<file path="config.mk">
export PLATFORM = sky130hd
export DESIGN_NAME = elevator_scheduler
export DESIGN_NICKNAME = d
export VERILOG_FILES = /design/src/rtl/elevator_scheduler.sv
export SDC_FILE = /design/constraint.sdc
export NUM_CORES = 1
export LEC_CHECK = 0
export ABC_AREA = 0
export ABC_CLOCK_PERIOD_IN_PS = 3000
export CAP_MARGIN = 20
export CELL_PAD_IN_SITES_DETAIL_PLACEMENT = 0
export CELL_PAD_IN_SITES_GLOBAL_PLACEMENT = 1
export CORE_UTILIZATION = 41
export CTS_CLUSTER_SIZE = 30
export DETAILED_ROUTE_END_ITERATION = 8
export GPL_TIMING_DRIVEN = 0
export HOLD_SLACK_MARGIN = 0.15
export PLACE_DENSITY_LB_ADDON = 0.2
export SKIP_LAST_GASP = 1
export SLEW_MARGIN = 20
export SYNTH_ARGS = -nofsm -noshare
export SYNTH_HDL_FRONTEND = slang
export SYNTH_SLANG_ARGS = --single-unit
export TNS_END_PERCENT = 50
</file>
<file path="constraint.sdc">
create_clock -name CLK -period 3 [get_ports CLK]
set_input_delay 0.9 -clock CLK [delete_from_list [all_inputs] [get_ports CLK]]
set_output_delay 0.9 -clock CLK [all_outputs]
set_load 0.02 [all_outputs]
</file>
<file path="src/rtl/elevator_scheduler.sv">
// elevator_scheduler: SCAN scheduler for an eight-floor car.
// Tracks the car floor and outstanding requests, drives the motor one floor
// per FLOOR_TICK and holds the door open for DOOR_CYCLES at each stop.

module elevator_scheduler #(
  parameter int unsigned DOOR_CYCLES = 16
) (
  input  logic       CLK,
  input  logic       RST,
  input  logic       REQ_VALID,
  input  logic [2:0] REQ_FLOOR,
  input  logic       FLOOR_TICK,
  output logic       MOTOR_UP,
  output logic       MOTOR_DOWN,
  output logic       DOOR_OPEN,
  output logic [2:0] CUR_FLOOR,
  output logic [7:0] PENDING,
  output logic [1:0] STATE
);

  localparam int unsigned FLOOR_W    = 3;
  localparam int unsigned NUM_FLOORS = 8;
  localparam int unsigned TIMER_W    = 8;

  localparam logic [FLOOR_W-1:0]    TOP_FLOOR    = FLOOR_W'(NUM_FLOORS - 1);
  localparam logic [FLOOR_W-1:0]    BOTTOM_FLOOR = FLOOR_W'(0);
  localparam logic [TIMER_W-1:0]    DOOR_LOAD    = TIMER_W'(DOOR_CYCLES);
  localparam logic [NUM_FLOORS-1:0] FLOOR0_BIT   = NUM_FLOORS'(1);

  typedef enum logic [1:0] {
    IDLE      = 2'd0,
    MOVE_UP   = 2'd1,
    MOVE_DOWN = 2'd2,
    DOOR      = 2'd3
  } state_t;

  state_t                  state_q,      state_d;
  logic [FLOOR_W-1:0]      cur_floor_q,  cur_floor_d;
  logic [NUM_FLOORS-1:0]   pending_q,    pending_d;
  logic                    dir_q,        dir_d;
  logic [TIMER_W-1:0]      timer_q,      timer_d;
  logic                    motor_up_q,   motor_up_d;
  logic                    motor_down_q, motor_down_d;
  logic                    door_open_q,  door_open_d;

  logic [NUM_FLOORS-1:0]   req_bit;
  logic [NUM_FLOORS-1:0]   merged;
  logic [NUM_FLOORS-1:0]   above_mask;
  logic [NUM_FLOORS-1:0]   below_mask;
  logic                    req_here;
  logic                    any_above;
  logic                    any_below;
  logic [FLOOR_W-1:0]      floor_up;
  logic [FLOOR_W-1:0]      floor_down;

  // Request decode and floor-relative views of the pending bitmap
  always_comb begin
    req_bit    = '0;
    above_mask = '0;
    below_mask = '0;
    if (REQ_VALID) begin
      req_bit = FLOOR0_BIT << REQ_FLOOR;
    end
    for (int i = 0; i < int'(NUM_FLOORS); i++) begin
      above_mask[i] = (FLOOR_W'(i) > cur_floor_q);
      below_mask[i] = (FLOOR_W'(i) < cur_floor_q);
    end
    req_here   = REQ_VALID && (REQ_FLOOR == cur_floor_q);
    merged     = pending_q | req_bit;
    any_above  = |(pending_q & above_mask);
    any_below  = |(pending_q & below_mask);
    floor_up   = cur_floor_q + FLOOR_W'(1);
    floor_down = cur_floor_q - FLOOR_W'(1);
  end

  // Next-state, request capture, floor stepping and door timer
  always_comb begin
    state_d     = state_q;
    cur_floor_d = cur_floor_q;
    pending_d   = pending_q;
    dir_d       = dir_q;
    timer_d     = timer_q;

    unique case (state_q)
      IDLE: begin
        if (req_here) begin
          // A call at the car's own floor just opens the door
          state_d = DOOR;
          timer_d = DOOR_LOAD;
        end else begin
          pending_d = merged;
          if (pending_q != '0) begin
            if (dir_q && any_above) begin
              state_d = MOVE_UP;
              dir_d   = 1'b1;
            end else if (any_below) begin
              state_d = MOVE_DOWN;
              dir_d   = 1'b0;
            end else begin
              state_d = MOVE_UP;
              dir_d   = 1'b1;
            end
          end
        end
      end

      MOVE_UP: begin
        // Calls for the floor being left are kept for a later pass
        pending_d = merged;
        if (FLOOR_TICK && (cur_floor_q != TOP_FLOOR)) begin
          cur_floor_d = floor_up;
          if (merged[floor_up]) begin
            state_d             = DOOR;
            timer_d             = DOOR_LOAD;
            pending_d[floor_up] = 1'b0;
          end
        end
      end

      MOVE_DOWN: begin
        pending_d = merged;
        if (FLOOR_TICK && (cur_floor_q != BOTTOM_FLOOR)) begin
          cur_floor_d = floor_down;
          if (merged[floor_down]) begin
            state_d               = DOOR;
            timer_d               = DOOR_LOAD;
            pending_d[floor_down] = 1'b0;
          end
        end
      end

      DOOR: begin
        if (req_here) begin
          // Another call at this floor keeps the door open a full period
          timer_d = DOOR_LOAD;
        end else begin
          pending_d = merged;
          if (timer_q <= TIMER_W'(1)) begin
            state_d = IDLE;
            timer_d = '0;
          end else begin
            timer_d = timer_q - TIMER_W'(1);
          end
        end
      end

      default: begin
        state_d = IDLE;
      end
    endcase

    motor_up_d   = (state_d == MOVE_UP);
    motor_down_d = (state_d == MOVE_DOWN);
    door_open_d  = (state_d == DOOR);
  end

  // State and output registers with synchronous reset
  always_ff @(posedge CLK) begin
    if (RST) begin
      state_q      <= IDLE;
      cur_floor_q  <= '0;
      pending_q    <= '0;
      dir_q        <= 1'b1;
      timer_q      <= '0;
      motor_up_q   <= 1'b0;
      motor_down_q <= 1'b0;
      door_open_q  <= 1'b0;
    end else begin
      state_q      <= state_d;
      cur_floor_q  <= cur_floor_d;
      pending_q    <= pending_d;
      dir_q        <= dir_d;
      timer_q      <= timer_d;
      motor_up_q   <= motor_up_d;
      motor_down_q <= motor_down_d;
      door_open_q  <= door_open_d;
    end
  end

  assign MOTOR_UP   = motor_up_q;
  assign MOTOR_DOWN = motor_down_q;
  assign DOOR_OPEN  = door_open_q;
  assign CUR_FLOOR  = cur_floor_q;
  assign PENDING    = pending_q;
  assign STATE      = state_q;

endmodule

</file>
### After elaboration in Yosys (flattened, before gate mapping)

Cells that the tools add are included.

* bits in registers: 25
* bits of input ports: 7
* output and inout port bits: 16

* add/sub/neg operators: 3
* $lt $le $gt $ge: 21
* equality and inequality tests: 14
* shift operators: 1
* muxes and demuxes: 39
* bitwise gates (word level): 8
* reduce and logical (&&, ||, !) cells: 16

Operators by type and width (count)
* $mux W8: 13
* $and A8 B8 Y8: 4
* $pmux W8 S4: 1
* $pmux W8 S3: 1
* $mux W2: 10
* $not A8 Y8: 2
* $reduce_or A8 Y1: 2
* $gt A3 B3 Y1 const A: 4
* $lt A3 B3 Y1 const A: 4
* $ne A2 B2 Y1 const B: 6
* $eq A2 B2 Y1 const B: 4
* $le A8 B1 Y1 const B: 1
* $lt A3 B4 Y1 const B: 2
* $or A8 B8 Y8: 1
* $pmux W2 S4: 1
* $reduce_bool A8 Y1: 1
* $shl A1 B3 Y8 const A: 1
* $sub A8 B1 Y8 const B: 1
* $bmux W1 S3: 2
* $demux W1 S3: 2
* $ge A3 B1 Y1 const B: 2
* $gt A1 B3 Y1 const A: 2
* $gt A2 B3 Y1 const A: 2
* $logic_and A1 B1 Y1: 6
* 17 further kinds: 27

### Longest topological paths before layout

* depth after elaboration: 10
* gate-level depth with buffers: 10
* depth with buffers taken out: 9

### Least setup slack after synthesis

No wires, ideal clock.

* path kind: input to register
* start point: in REQ_FLOOR[0]
* end point: reg timer_q[4]
* setup time: 0.117 ns
* data arrival time: 2.595 ns
* data required time: 2.883 ns
* slack: 0.287 ns
* stages on the path: 8
* path buffers: 1
* cell sequence: buf_2 > nor4b_1 > o32a_1 > mux4_2 > a31oi_4 > a21oi_4 > nand3_1 > a32o_1

* longest elaborated chain between the ends: 7
* elaborated cells on any way between the ends: 15
* classes of those cells: eq/ne (4); shift (1); mux (7); bitwise (1); reduce/logical (2)

RTL lines
* start, declared: line 11 `input logic [2:0] REQ_FLOOR,`
* $shl A1 B3 Y8: line 62 `req_bit = FLOOR0_BIT << REQ_FLOOR;`
* $mux W8: line 61 `if (REQ_VALID) begin`
* $or A8 B8 Y8: line 69 `merged = pending_q | req_bit;`
* $bmux W1 S3 (on tied branches): line 124, 112
* $mux W1 (on tied branches): line 124, 112
* $ne A2 B2 Y1 (no source line)
* $reduce_and A5 Y1 (no source line)
* end signal, assigned: line 173 `timer_q <= timer_d;`
* end, declared: line 41 `logic [TIMER_W-1:0] timer_q, timer_d;`

Several ways; a longest one is shown, not always the timed one. The select of a mux whose other input is x is not followed.
A chain may end at the register's enable or synchronous reset.

### Final worst setup path

* start point: in REQ_VALID
* end point: reg timer_q[4]

* longest elaborated chain between the ends: 6
* elaborated cells on any way between the ends: 13
* classes of those cells: eq/ne (3); mux (7); bitwise (1); reduce/logical (2)

RTL lines
* start, declared: line 10 `input logic REQ_VALID,`
* $mux W8: line 61
* $or A8 B8 Y8: line 69
* $bmux W1 S3 (on tied branches): line 124, 112
* $mux W1 (on tied branches): line 124, 112
* $ne A2 B2 Y1 (no source line)
* $reduce_and A5 Y1 (no source line)

Several ways; a longest one is shown, not always the timed one. The select of a mux whose other input is x is not followed.

==> metrics.yaml <==
path_cells: "buf_2 -> nor4bb_1 -> o32a_1 -> mux4_2 -> a31oi_4 -> a21oi_4 -> nand3_1 -> a32o_1"
powerDensity_mw_per_mm2: 757
antenna_found_initial: 0
fill_cells: 439
path_delay_family: "compound AO/OA/AOI/OAI gates"
fin_skew_ns: 0.00822
initial_utilization_pct: 44.1
via_count: 1965
synth_cell_types: 57
avgSynthCellArea_um2: 7.64
grt_usage_pct: 21.0
drt-vias-per-instance: 5.92
start_kind: "input port"
hold_buffers: 0
crit_buf_inv: 1
status: "complete, but fails checks"
io_buffers: 18
boundaryPins: 23
wl_um: 5150
grt_overflow: 0
ys_seq_area_share_pct: 25.4
cts_setup_buffers: 0
setup_viol: 0
finish.net_count: 300
h-tree-depth: 1
clk_path_buf_depth: 2
yosysWarningCount: 0
num_antenna_cells: 0
cp_slowest_cell: "nor4bb_1"
die_x_um: 71.4
path_max_fanout: 10
grt_max_degree: 17
clk-insertion-delay-late_ns: 0.27
dr.pass1.iters: 7
postLayoutCoreUtil_pct: 50.9
die_h_um: 71.4
post-dp-hpwl_um: 3920
grt_pass1_wl_um: 8470
hold_class: "register to register"
rsz0062_at_grt: "no"
synth_top_area_cell: "dfxtp_1"
fin_setup_tns_ns: 0
period_share_pct: 92.6
max_freq_mhz: 360
final_common_cell: "nor2_1"
wl_per_cell_um: 15.5
rows: 24
worstPathArrival_ns: 2.96
cts_made_buffers: 3
core_area_mm2: 0.00447
cts_tree: "done"
p_leak_nw: 0.884
yosysTopAreaCellShare_pct: 25.4
worstPathRequired_ns: 3.18
synth.net_count: 277
die-area_mm2: 0.00509
final-hold-violation-count: 0
place_congestion: 0.827
clkTransAtPathRegs_ns: 0.10
synthCells: 258
drc: 1
irDropWorstVdd_mv: 0.287
critical_path_class: "input port to register"
violations: "DRC"
root_buffer: "clkbuf_8"
drive_above_1_share_pct: 7.50
maxCapViolCount: 0
grt_pass1_vias: 1743
end_kind: "register"
synth_edf_count: 0
antenna_left: 0
period_minus_slack_ns: 2.78
cts_num_sinks: 25
final_cell_mix: "37 x nor2_1, 25 x dfxtp_1, 19 x nand2_1"
slew_headroom_pct: 41.9
syn2layout_area_growth_pct: 15.5
yosys-top-cells-area: "dfxtp_1 25%, ha_1 7.6%, nor2_1 7.0%"
ys_ff_latch: 25
drt_iter0_drc: 113
max_stage_delay_ns: 0.46
worst_pin_slew_ns: 0.864
maxSlewViolCount: 0
synthArstFlopShare_pct: 0
synth_area_mm2: 0.00197
synthFlopType: "dfxtp_1"
## kinds of logic (layout without fill, tap and decap cells)
kind of cell | after synthesis | after routing | share of synthesized area [%]
fa+ha+maj | 12 | 12 | 7.61
buf+inv | 28 | 50 | 6.09
mux | 3 | 3 | 2.16
simple gates | 114 | 114 | 29.9
xor+xnor | 6 | 6 | 2.66
compound gates | 70 | 70 | 26.2
flops | 25 | 25 | 25.4
## path summary, 6_finish.rpt
path,startpoint,endpoint,slack (ns),cells past startpoint
setup / recovery,REQ_VALID,timer_q[4],0.22,8
hold / removal,timer_q[5],timer_q[5],0.50,2
hold reg to reg,timer_q[5],timer_q[5],0.50,2
setup reg to reg,CUR_FLOOR[0],timer_q[4],0.26,10
## through the flow
step	hold WS, ns	setup slack (ns)	power (mW)	instances	area (um2)
2_1_floorplan	0.449	0.287	1.22	258	1970
3_3_place_gp	0.478	-0.0316	1.50	328	2220
3_5_place_dp	0.479	-0.0245	1.50	328	2220
4_1_cts	0.494	0.0424	1.72	332	2270
5_1_grt	0.530	0.0334	1.86	332	2280
6_report	0.498	0.221	1.72	332	2280
## metal layers
metal | GRT usage (%) | part of all wire, % | wire, um
met5 | 0 | 0 | 0
met2 | 33.2 | 45 | 2330
met1 | 30.3 | 49 | 2510
met3 | 2.67 | 5.3 | 271
met4 | 4.89 | 0.52 | 27
## cells in the mapped netlist, types with 4 or more instances
cell type and n:
nor3_1 9, nand3_1 8, nand2_1 19, xnor2_1 6, buf_2 6, a311o_1 5
clkbuf_1 6, dfxtp_1 25, a21oi_1 13, nor2_1 37, o21ai_0 8, o21ai_1 8
ha_1 12, nor2b_1 9, inv_1 14, nand4_1 6, nand2b_1 4, o31ai_1 5
## sequential cells by signal, summed over array words and instances (netlist names)
name        flops
STATE           2
MOTOR_DOWN      1
dir_q           1
CUR_FLOOR       3
PENDING         8
MOTOR_UP        1
timer_q         8
DOOR_OPEN       1
## timing repair
action | CTS | global route
gates resized for setup | 0 | 5
hold endpoints to repair | 0 | 0
setup endpoints to repair | 0 | 18
## worst reg2reg max path, cell delays in order, from the launching register on
cell	delay (ns)
dfxtp_1	0.53
inv_1	0.12
buf_6	0.17
ha_1	0.36
clkbuf_2	0.22
nor2_1	0.17
nand2_1	0.09
a41o_1	0.28
a21oi_4	0.32
nand3_1	0.13
a32o_1	0.27
## layout make-up
type / instances / area (um2) / area share (%)
Inverter: 14 / 52.6 / 2.31
Timing Repair Buffer: 18 / 180 / 7.91
Sequential cell: 25 / 500 / 22.0
Clock buffer: 3 / 41.3 / 1.81
Tap cell: 52 / 65.1 / 2.86
Clock inverter: 1 / 8.76 / 0.385
Buffer: 14 / 70.1 / 3.08
Multi-Input combinational cell: 205 / 1360 / 59.7
## report_power, final
| group | switching [mW] | internal, mW |
|---|---|---|
| combinational | 0.628 | 0.422 |
| clock | 0.116 | 0.0974 |
| sequential | 0.0670 | 0.393 |
(Power assumes the default switching activity.)
